### config.mk
export PLATFORM = sky130hd
export DESIGN_NAME = pifo_set_v2
export DESIGN_NICKNAME = d
export VERILOG_FILES = /design/src/rtl/pifo_pkg.sv /design/src/rtl/pifo_insert_pos.sv /design/src/rtl/pifo_set_v2.sv
export SDC_FILE = /design/constraint.sdc
export NUM_CORES = 2
export LEC_CHECK = 0
export CAP_MARGIN = 10
export CORE_ASPECT_RATIO = 1.75
export CORE_MARGIN = 3
export CORE_UTILIZATION = 40
export CTS_CLUSTER_SIZE = 10
export DETAILED_ROUTE_END_ITERATION = 10
export GPL_TIMING_DRIVEN = 0
export SLEW_MARGIN = 25
export SYNTH_ARGS = -nofsm -noshare
export SYNTH_HDL_FRONTEND = slang
export SYNTH_SLANG_ARGS = --single-unit
### constraint.sdc
create_clock -name clk -period 20.4 [get_ports clk]
set_input_delay 4.08 -clock clk [delete_from_list [all_inputs] [get_ports clk]]
set_output_delay 4.08 -clock clk [all_outputs]
set_load 0.005 [all_outputs]
### src/rtl/pifo_pkg.sv
// rtl/pifo_pkg.sv - shared PIFO constants and priority ordering helper
//
// Purpose: default widths and the ordering function for PIFO blocks.
// Contents:
//   DEF_*            default parameter values
//   PRIO_MAX_WIDTH   widest priority prio_before() accepts
//   prio_before(a, b, min_first) - 1 when a strictly precedes b
package pifo_pkg;

  localparam int DEF_NUM_ELEMENTS = 16;
  localparam int DEF_NUM_FLOWS    = 16;
  localparam int DEF_PRIO_WIDTH   = 8;
  localparam int PRIO_MAX_WIDTH   = 32;

  // Strict ordering: equal priorities never precede each other, which is
  // what gives FIFO behaviour among ties.
  function automatic logic prio_before(input logic [PRIO_MAX_WIDTH-1:0] a,
                                       input logic [PRIO_MAX_WIDTH-1:0] b,
                                       input logic                      min_first);
    return min_first ? (a < b) : (a > b);
  endfunction

endpackage

### src/rtl/pifo_insert_pos.sv
// rtl/pifo_insert_pos.sv - sorted insertion position of one candidate
//
// Purpose: compare one candidate priority against the valid part of a
// sorted array.
// Ports:
//   arr_prio     in   priorities of the array, entry 0 is the head
//   arr_count    in   number of valid entries
//   cand_prio    in   candidate priority
//   goes_before  out  bit i set when the candidate lands ahead of valid entry i
//                     (thermometer: set from insert_idx up to arr_count-1)
//   insert_idx   out  index the candidate occupies, behind all equal entries
module pifo_insert_pos
  import pifo_pkg::*;
#(
  parameter int NUM_ELEMENTS = DEF_NUM_ELEMENTS,
  parameter int PRIO_WIDTH   = DEF_PRIO_WIDTH,
  parameter int MIN_FIRST    = 0,
  parameter int CNT_WIDTH    = $clog2(NUM_ELEMENTS + 1)
) (
  input  logic [NUM_ELEMENTS-1:0][PRIO_WIDTH-1:0] arr_prio,
  input  logic [CNT_WIDTH-1:0]                    arr_count,
  input  logic [PRIO_WIDTH-1:0]                   cand_prio,
  output logic [NUM_ELEMENTS-1:0]                 goes_before,
  output logic [CNT_WIDTH-1:0]                    insert_idx
);

  logic [CNT_WIDTH-1:0] n_before;

  always_comb begin
    goes_before = '0;
    n_before    = '0;
    for (int i = 0; i < NUM_ELEMENTS; i++) begin
      if (CNT_WIDTH'(i) < arr_count) begin
        goes_before[i] = prio_before(PRIO_MAX_WIDTH'(cand_prio),
                                     PRIO_MAX_WIDTH'(arr_prio[i]),
                                     MIN_FIRST != 0);
      end
      n_before = n_before + CNT_WIDTH'(goes_before[i]);
    end
    // Array is sorted, so everything not overtaken stays ahead.
    insert_idx = arr_count - n_before;
  end

endmodule

### src/rtl/pifo_set_v2.sv
// rtl/pifo_set_v2.sv - registered sorted PIFO set with pop+reinsert
//
// Purpose: sorted array of (priority, flow) entries, head at index 0, with
// one push, one pop and a same-cycle reinsert of the popped head.
// Optional build macro: PIFO_SET_DUP_REJECT_EN - drop pushes whose flow is
// already active and pulse o__dup_err the next cycle.
// Ports:
//   clk, reset                 clock, synchronous active-high reset
//   i__push_*/o__push_ready    push request; accepted on valid & ready
//   i__pop/o__pop_*            head view; pop fires on i__pop & o__pop_valid
//   i__reinsert_*              reinsert popped head with new priority
//   i__clear_all               synchronous flush, overrides all traffic
//   o__count                   occupancy
//   o__flow_active             per-flow presence bitmap of valid entries
//   o__dup_err                 duplicate-reject pulse (0 without the macro)
module pifo_set_v2
  import pifo_pkg::*;
#(
  parameter int NUM_ELEMENTS = DEF_NUM_ELEMENTS,
  parameter int NUM_FLOWS    = DEF_NUM_FLOWS,
  parameter int PRIO_WIDTH   = DEF_PRIO_WIDTH,
  parameter int FLOW_WIDTH   = $clog2(NUM_FLOWS),
  parameter int MIN_FIRST    = 0,
  parameter int CNT_WIDTH    = $clog2(NUM_ELEMENTS + 1)
) (
  input  logic                  clk,
  input  logic                  reset,
  input  logic                  i__push_valid,
  input  logic [PRIO_WIDTH-1:0] i__push_priority,
  input  logic [FLOW_WIDTH-1:0] i__push_flow_id,
  output logic                  o__push_ready,
  input  logic                  i__pop,
  output logic                  o__pop_valid,
  output logic [PRIO_WIDTH-1:0] o__pop_priority,
  output logic [FLOW_WIDTH-1:0] o__pop_flow_id,
  input  logic                  i__reinsert_valid,
  input  logic [PRIO_WIDTH-1:0] i__reinsert_priority,
  input  logic                  i__clear_all,
  output logic [CNT_WIDTH-1:0]  o__count,
  output logic [NUM_FLOWS-1:0]  o__flow_active,
  output logic                  o__dup_err
);

  typedef struct packed {
    logic [FLOW_WIDTH-1:0] flow;
    logic [PRIO_WIDTH-1:0] prio;
  } pifo_entry_t;

  localparam int IDX_W = $clog2(NUM_ELEMENTS);

  pifo_entry_t [NUM_ELEMENTS-1:0]           ent_q;
  pifo_entry_t [NUM_ELEMENTS-1:0]           rem;
  pifo_entry_t [NUM_ELEMENTS-1:0]           ent_d;
  logic [NUM_ELEMENTS-1:0][PRIO_WIDTH-1:0]  rem_prio;
  logic [NUM_ELEMENTS-1:0]                  push_before;
  logic [NUM_ELEMENTS-1:0]                  rein_before;
  logic [CNT_WIDTH-1:0]                     count_q;
  logic [CNT_WIDTH-1:0]                     rem_count;
  logic [CNT_WIDTH-1:0]                     count_d;
  logic [CNT_WIDTH-1:0]                     push_idx;
  logic [CNT_WIDTH-1:0]                     rein_idx;
  logic [CNT_WIDTH:0]                       push_slot;
  logic [CNT_WIDTH:0]                       rein_slot;
  logic [CNT_WIDTH:0]                       dst;
  logic                                     pop_valid_q;
  logic                                     is_dup;
  logic                                     pop_fire;
  logic                                     push_fire;
  logic                                     rein_fire;
  logic                                     rein_first;

  assign o__push_ready = (count_q < CNT_WIDTH'(NUM_ELEMENTS)) & ~reset;

  always_comb begin
    o__flow_active = '0;
    for (int i = 0; i < NUM_ELEMENTS; i++) begin
      if (CNT_WIDTH'(i) < count_q) o__flow_active[ent_q[i].flow] = 1'b1;
    end
  end

`ifdef PIFO_SET_DUP_REJECT_EN
  // Uses the registered bitmap, so a flow being popped this cycle still blocks.
  assign is_dup = o__flow_active[i__push_flow_id];
`else
  assign is_dup = 1'b0;
`endif

  assign pop_fire  = i__pop & pop_valid_q;
  assign push_fire = i__push_valid & o__push_ready & ~is_dup;
  assign rein_fire = i__reinsert_valid & pop_fire;

  // Array with the head removed; both insert positions are computed here.
  always_comb begin
    for (int i = 0; i < NUM_ELEMENTS - 1; i++) begin
      rem[i] = pop_fire ? ent_q[i+1] : ent_q[i];
    end
    rem[NUM_ELEMENTS-1] = pop_fire ? '0 : ent_q[NUM_ELEMENTS-1];
    for (int i = 0; i < NUM_ELEMENTS; i++) rem_prio[i] = rem[i].prio;
  end

  assign rem_count = count_q - CNT_WIDTH'(pop_fire);
  assign count_d   = rem_count + CNT_WIDTH'(push_fire) + CNT_WIDTH'(rein_fire);

  pifo_insert_pos #(
    .NUM_ELEMENTS(NUM_ELEMENTS), .PRIO_WIDTH(PRIO_WIDTH),
    .MIN_FIRST(MIN_FIRST), .CNT_WIDTH(CNT_WIDTH)
  ) u_push_pos (
    .arr_prio(rem_prio), .arr_count(rem_count), .cand_prio(i__push_priority),
    .goes_before(push_before), .insert_idx(push_idx)
  );

  pifo_insert_pos #(
    .NUM_ELEMENTS(NUM_ELEMENTS), .PRIO_WIDTH(PRIO_WIDTH),
    .MIN_FIRST(MIN_FIRST), .CNT_WIDTH(CNT_WIDTH)
  ) u_rein_pos (
    .arr_prio(rem_prio), .arr_count(rem_count), .cand_prio(i__reinsert_priority),
    .goes_before(rein_before), .insert_idx(rein_idx)
  );

  // Reinsert wins ties with the push; the push only goes first when its
  // priority strictly precedes the reinsert priority.
  assign rein_first = ~prio_before(PRIO_MAX_WIDTH'(i__push_priority),
                                   PRIO_MAX_WIDTH'(i__reinsert_priority),
                                   MIN_FIRST != 0);
  assign rein_slot  = {1'b0, rein_idx} + (CNT_WIDTH+1)'(push_fire & ~rein_first);
  assign push_slot  = {1'b0, push_idx} + (CNT_WIDTH+1)'(rein_fire & rein_first);

  // Scatter: overtaken entries slide back by the number of inserts ahead of
  // them, then the inserted entries fill their slots.
  always_comb begin
    ent_d = rem;
    dst   = '0;
    for (int i = 0; i < NUM_ELEMENTS; i++) begin
      dst = (CNT_WIDTH+1)'(i)
          + (CNT_WIDTH+1)'(rein_fire & rein_before[i])
          + (CNT_WIDTH+1)'(push_fire & push_before[i]);
      if (dst != (CNT_WIDTH+1)'(i) && dst < (CNT_WIDTH+1)'(NUM_ELEMENTS)) begin
        ent_d[dst[IDX_W-1:0]] = rem[i];
      end
    end
    if (rein_fire && rein_slot < (CNT_WIDTH+1)'(NUM_ELEMENTS)) begin
      ent_d[rein_slot[IDX_W-1:0]] = '{flow: ent_q[0].flow, prio: i__reinsert_priority};
    end
    if (push_fire && push_slot < (CNT_WIDTH+1)'(NUM_ELEMENTS)) begin
      ent_d[push_slot[IDX_W-1:0]] = '{flow: i__push_flow_id, prio: i__push_priority};
    end
  end

  always_ff @(posedge clk) begin
    if (reset) begin
      ent_q       <= '0;
      count_q     <= '0;
      pop_valid_q <= 1'b0;
    end else if (i__clear_all) begin
      count_q     <= '0;
      pop_valid_q <= 1'b0;
    end else begin
      ent_q       <= ent_d;
      count_q     <= count_d;
      pop_valid_q <= (count_d != '0);
    end
  end

`ifdef PIFO_SET_DUP_REJECT_EN
  logic dup_err_q;
  always_ff @(posedge clk) begin
    if (reset) dup_err_q <= 1'b0;
    else       dup_err_q <= i__push_valid & o__push_ready & is_dup & ~i__clear_all;
  end
  assign o__dup_err = dup_err_q;
`else
  assign o__dup_err = 1'b0;
`endif

  assign o__pop_valid    = pop_valid_q;
  assign o__pop_priority = ent_q[0].prio;
  assign o__pop_flow_id  = ent_q[0].flow;
  assign o__count        = count_q;

endmodule

# Word level (Yosys, flattened, before mapping)
# Cells that the tools add are included.
# classes
n_addsub	68
magnitude_cmp	152
eq_ne	15
muxes	168
bitwise	56
n_reduce_logical	55
# op_table
operator	n
bitwise mux 192 bit	18
two-way mux 192 bit	18
demux 12 bit (select 4 bit)	18
two-way mux 12 bit	34
greater-than comparator 8 bit	33
two-way mux 16 bit	16
bitwise OR 16 bit	15
less-than comparator 4 x 5 -> 1 bit, second input constant	34
adder 5 x 1 -> 5 bit	30
greater-or-equal comparator 4 x 1 -> 1 bit, second input constant	32
less-than comparator 4 x 5 -> 1 bit, first input constant	16
demux 1 bit (select 4 bit)	16
less-than comparator 6 x 5 -> 1 bit, second input constant	10
adder 5 x 1 -> 6 bit	9
logical AND 1 bit	52
two-way mux 1 bit	48
inequality test 6 x 4 -> 1 bit, second input constant	8
adder 4 x 1 -> 5 bit, first input constant	8
less-than comparator 3 x 5 -> 1 bit, first input constant	8
bitwise AND 1 bit	37
less-than comparator 5 bit, second input constant	5
adder 4 x 1 -> 5 bit	4
less-than comparator 1 x 5 -> 1 bit, first input constant	4
less-than comparator 2 x 5 -> 1 bit, first input constant	4
22 further kinds	37
# word_totals
register_bits	198
inputBits	26
output_inout_bits	36
word_cells	548

# Depth between registers and ports, before layout
# depth
depth_word	46
depth_mapped	38
ltp_nobuf	32

# By module
# A second synthesis with hierarchy kept.
# unflattened
hier_cells	4418
hier_area_um2	31477.7
# modules_own_cells
module	instances	cells_per_inst	area_each_um2	seq_area_each_um2
pifo_set_v2	1	3322	23198.5	3963.8
pifo_insert_pos (u_rein_pos)	1	548	4141.5	0.0
pifo_insert_pos (u_push_pos)	1	548	4137.7	0.0

# Least setup slack after synthesis
# OpenSTA, ideal clock, no wires.
# synth_path
path_type	input to register
startpoint	in i__pop
endpoint	reg ent_q[109] (netlist name)
setup_ns	0.116
arrival_time_ns	13.706
required_time_ns	20.284
path_slack_ns	6.578
path_stages	34
n_path_buf	8
path_cell_list	nand2_1 buf_2 buf_2 buf_2 buf_1 clkbuf_1 clkbuf_1 nor2_1 ha_1 xor2_1 clkinv_1 nor2_1 nand2_1 o21ai_0 o311ai_0 inv_1 fa_1 fa_1 fa_1 fa_1 fa_1 fa_1 inv_1 ha_1 a21o_1 a21oi_1 xnor2_1 nand4_1 buf_2 a211oi_2 buf_4 mux2i_1 a21oi_1 a31o_2
# synth_between
elab_chain_cells	46
word_cells_on_any_way	375
cone_classes	66 x add/sub; 102 x order compare; 15 x eq/ne; 120 x mux; 35 x bitwise; 37 x reduce/logical
# synth_rtl
element	line_no	source
start: declaration	pifo_set_v2.sv:32	input logic i__pop,
bitwise AND 1 bit *	pifo_set_v2.sv:88	assign pop_fire = i__pop & pop_valid_q;
parallel branches: the longest is 44 deep, another holds subtractor 5 x 1 -> 5 bit	--	
two-way mux 192 bit *	pifo_set_v2.sv:144	if (push_fire && push_slot < (CNT_WIDTH+1)'(NUM_ELEMENTS)) begin
end signal: assignment	pifo_set_v2.sv:158	ent_q <= ent_d;
end: declaration	pifo_set_v2.sv:51	pifo_entry_t [NUM_ELEMENTS-1:0] ent_q;
# Every way passes the cells marked *.
# A chain may end at the register's enable or synchronous reset.

# Final worst setup path
# layout_path
startpoint	in i__pop
endpoint	reg ent_q[97] (netlist name)
# The elaborated chain is that of the path after synthesis.

==> impl_metrics.toml <==
[power_and_ir_drop]
internal_power_mw = 1.544
fraction_of_power_consumed_by_combinational_cells_pct = 76.3
power_per_cell_area_nw_per_um2 = 123.5
p_switching_mw = 2.332
leakage_nw = 12.98
clkPwrFrac_pct = 9.8
switching_share_pct = 60.17
power.share.sequential_pct = 13.8
worst_ir_drop_vdd_v = 0.0004211

[worst_setup_path]
bufs_and_invs_on_worst_path = 10
critPathMaxFanout = 15
regToRegEndpoint = "ent_q[97]"
crit_path_start_kind = "input pin"
timing.critical_path.to_type = "flip-flop"
critical-path-top-delay-family = "buffers and inverters"
worst_r2r_start = "o__pop_valid"
cp_data_required_time_ns = 20.74
crit_arrival_ns = 20.00
setup.reg_to_reg.worst_slack_ns = 4.44
worst_path_max_delay_cell = "sky130_fd_sc_hd__a2111oi_2"
path_class = "in2reg"
cpMostUsedCell = "sky130_fd_sc_hd__fa_1"
worst_r2r_path_depth = 32
cp_slowest_stage_delay_ns = 1.11

[die]
num_rows = 129
die_h_um = 360.5
floorplan.die_area_um2 = 75210
io_count = 62
initial_core_util_pct = 40.55
fp.dieW_um = 208.6
floorplan.core_area_um2 = 70860

[clocking]
post_cts_setup_inserts = 0
cts.path.max_buffers = 2
sinks_on_clock_net = 198
cts-root-buf = "sky130_fd_sc_hd__clkbuf_16"
clock_tree_from_tritoncts = "built"
ctsHtreeMaxLevel = 4
holdBufCountCts = 0
cts.repair.resized = 0
clkTransAtPathRegs_ns = 0.09
cts-buffers-inserted = 17
worst_skew_pair.late_latency_ns = 0.52

[placement]
io_buffer_count = 58
place.gp.congestion = 1.096
dp.final_hpwl_mm = 149.0
numPlacedInstances = 4863

[layout]
finalNetCount = 4331
layout_commonest_cell = "sky130_fd_sc_hd__nand2_1"
final_core_utilization_pct = 44.30
synthToLayoutAreaGrowth_pct = 9.263
num-fill-cells = 7557
finish.cell_count_without_fillers = 4905
most-common-layout-cells = "336 x sky130_fd_sc_hd__nand2_1, 297 x sky130_fd_sc_hd__ha_1, 295 x sky130_fd_sc_hd__nor2_1"
layout-drive-gt1-share_pct = 7.012

[synth]
syn_area_um2 = 28730
netlist-cell-type-count = 81
synth_xor_area_share_pct = 1.816
synth-simple-area-share_pct = 19.50
synth.mux.area_fraction_pct = 11.82
synth-seq-area-share_pct = 13.80
synth_edf_count = 0
synth_top_family_by_area = "compound AO/OA/AOI/OAI gates"
synth_fa_ha_area_share_pct = 16.91
ys_warn_count = 0
syn_inst = 3878
synth_compound_area_share_pct = 29.44
synth_fp_nets = 4242
synthesis.area_per_instance_um2 = 7.409
synthFlopType = "sky130_fd_sc_hd__dfxtp_1"
proportion_of_register_bits_with_asynchronous_set_or_reset_after_synthesis_pct = 0
ys_ff_latch = 198

[timing]
final-setup-viol-count = 0
drv_slew = 0
post-route-period-util_pct = 96.37
rsz0062_at_grt = "false"
timing.final.crit_period_ns = 19.66
achievable-frequency_ghz = 0.05086
hold_viol = 0
setup_tns_ns = 0
tightest_slew_ns = 1.286
worst_clock_skew_ns = 0.01714
timing.slew.headroom_pct = 13.75

[detailed_routing]
drt_iter0_drc = 5135
detailroute.via_count = 35430
avgRoutedWirePerCell_um = 39.28
drt_drc_violations_left = 0
firstDrtPassIters = 9
drt-total-wl_mm = 192.7
drt.antenna.violating_nets = 0
avgViaCountPerCell = 7.223

[run]
max_cap_violations = 0

[min_path]
worstHoldStart = "ent_q[133]"
worst_hold_path.endpoint = "ent_q[133]"
class_of_the_worst_hold_path = "reg2reg"
holdPathStages = 2

[grt]
grt_start_max_net_pins = 19
grt_util_all_layers_pct = 49.22
grt_first_pass_wirelength_mm = 263.2
first_global_vias = 34070
globalRoute.totalOverflow = 0
antenna_found_initial = 7

[status]
status = "complete, no violations"
## synth_stat cells (all sizes together), types with 14 or more instances
master | n | share of area [%]
or2 | 22 | 0.48
o211ai | 51 | 1.3
a211oi | 242 | 6.5
a22oi | 24 | 0.63
ha | 297 | 13
o22ai | 154 | 3.4
nand4 | 51 | 1.1
a221oi | 14 | 0.43
nand2 | 336 | 4.4
nand3 | 107 | 1.9
dfxtp | 198 | 14
nor2b | 49 | 1.1
inv | 123 | 1.6
and3 | 20 | 0.44
o211a | 19 | 0.66
a2111oi | 18 | 0.70
a21oi | 256 | 4.5
clkbuf | 281 | 3.7
a21o | 66 | 1.7
fa | 41 | 2.9
a311oi | 45 | 1.4
maj3 | 32 | 1.1
or4 | 17 | 0.44
nor3 | 118 | 2.1
buf | 79 | 1.4
mux2 | 43 | 1.7
a31oi | 28 | 0.61
mux2i | 291 | 10
o21ai | 216 | 3.8
or3 | 17 | 0.37
nand2b | 71 | 1.5
nand3b | 24 | 0.63
o221ai | 17 | 0.52
and2 | 24 | 0.52
xnor2 | 45 | 1.4
nor2 | 295 | 3.9
## flip-flops by register name (all words and copies together) (netlist names)
name             count
ent_q              180
o__pop_priority      8
o__pop_flow_id       4
o__count             5
o__pop_valid         1
## layer usage
layer / track usage, % / up-vias / wire length [um]
met5: 0 / - / 63
met4: 55.15 / 6 / 28750
met3: 14.71 / 1162 / 19940
met2: 75.78 / 2763 / 82330
met1: 50.07 / 16760 / 61570
li1: - / 14740 / -
## power by group through the flow
stage	Clock (mW)	Sequential, mW	Combinational, mW
after detailed placement	0	0.536	2.77
after CTS	0.374	0.527	2.78
after global routing	0.385	0.534	3.10
final	0.381	0.536	2.96
after floorplan	0	0.491	1.86
after global placement	0	0.532	2.72
## worst reg2reg max path: cells and delay by family, from the launching register on
family | cells | cell delay (ns)
flops | 1 | 0.39
simple gates | 8 | 1.96
fa+ha+maj | 8 | 3.63
xor+xnor | 2 | 1.27
buf+inv | 9 | 5.13
compound gates | 5 | 3.42
## logic make-up after synthesis
family / count (synthesis)
fa+ha+maj: 370
other cells: 1
compound gates: 1259
xor+xnor: 54
buf+inv: 484
flops: 198
mux: 334
simple gates: 1178
## worst max path at each step
stage                     startpoint    endpoint  cells after the start
after CTS                     i__pop   ent_q[97]                     33
final                         i__pop   ent_q[97]                     33
after global routing          i__pop   ent_q[96]                     33
after floorplan               i__pop  ent_q[109]                     34
after global placement        i__pop  ent_q[121]                     34
after detailed placement      i__pop   ent_q[96]                     33
## final cells by class
cell class	count	area [um^2]	share of cell area, %
Antenna cell	9	22.52	0.07174
Sequential cell	198	3964	12.63
Clock buffer	18	429.2	1.367
Multi-Input combinational cell	3196	23060	73.45
Timing Repair Buffer	70	655.6	2.088
Clock inverter	13	148.9	0.4743
Tap cell	917	1147	3.655
Inverter	124	465.4	1.483
Buffer	360	1501	4.783
## per-stage QoR
step	power [mW]	worst slack (ns)	instance area, um^2	hold slack, ns
after detailed placement	3.303	1.289	30680	0.4806
final	3.876	0.7396	31390	0.4955
after global routing	4.018	0.5634	31380	0.5177
after CTS	3.682	1.786	31260	0.4915
after floorplan	2.352	6.578	28730	0.4385
after global placement	3.249	1.129	30460	0.4520
Note: power is estimated with default switching activity, not from simulation.
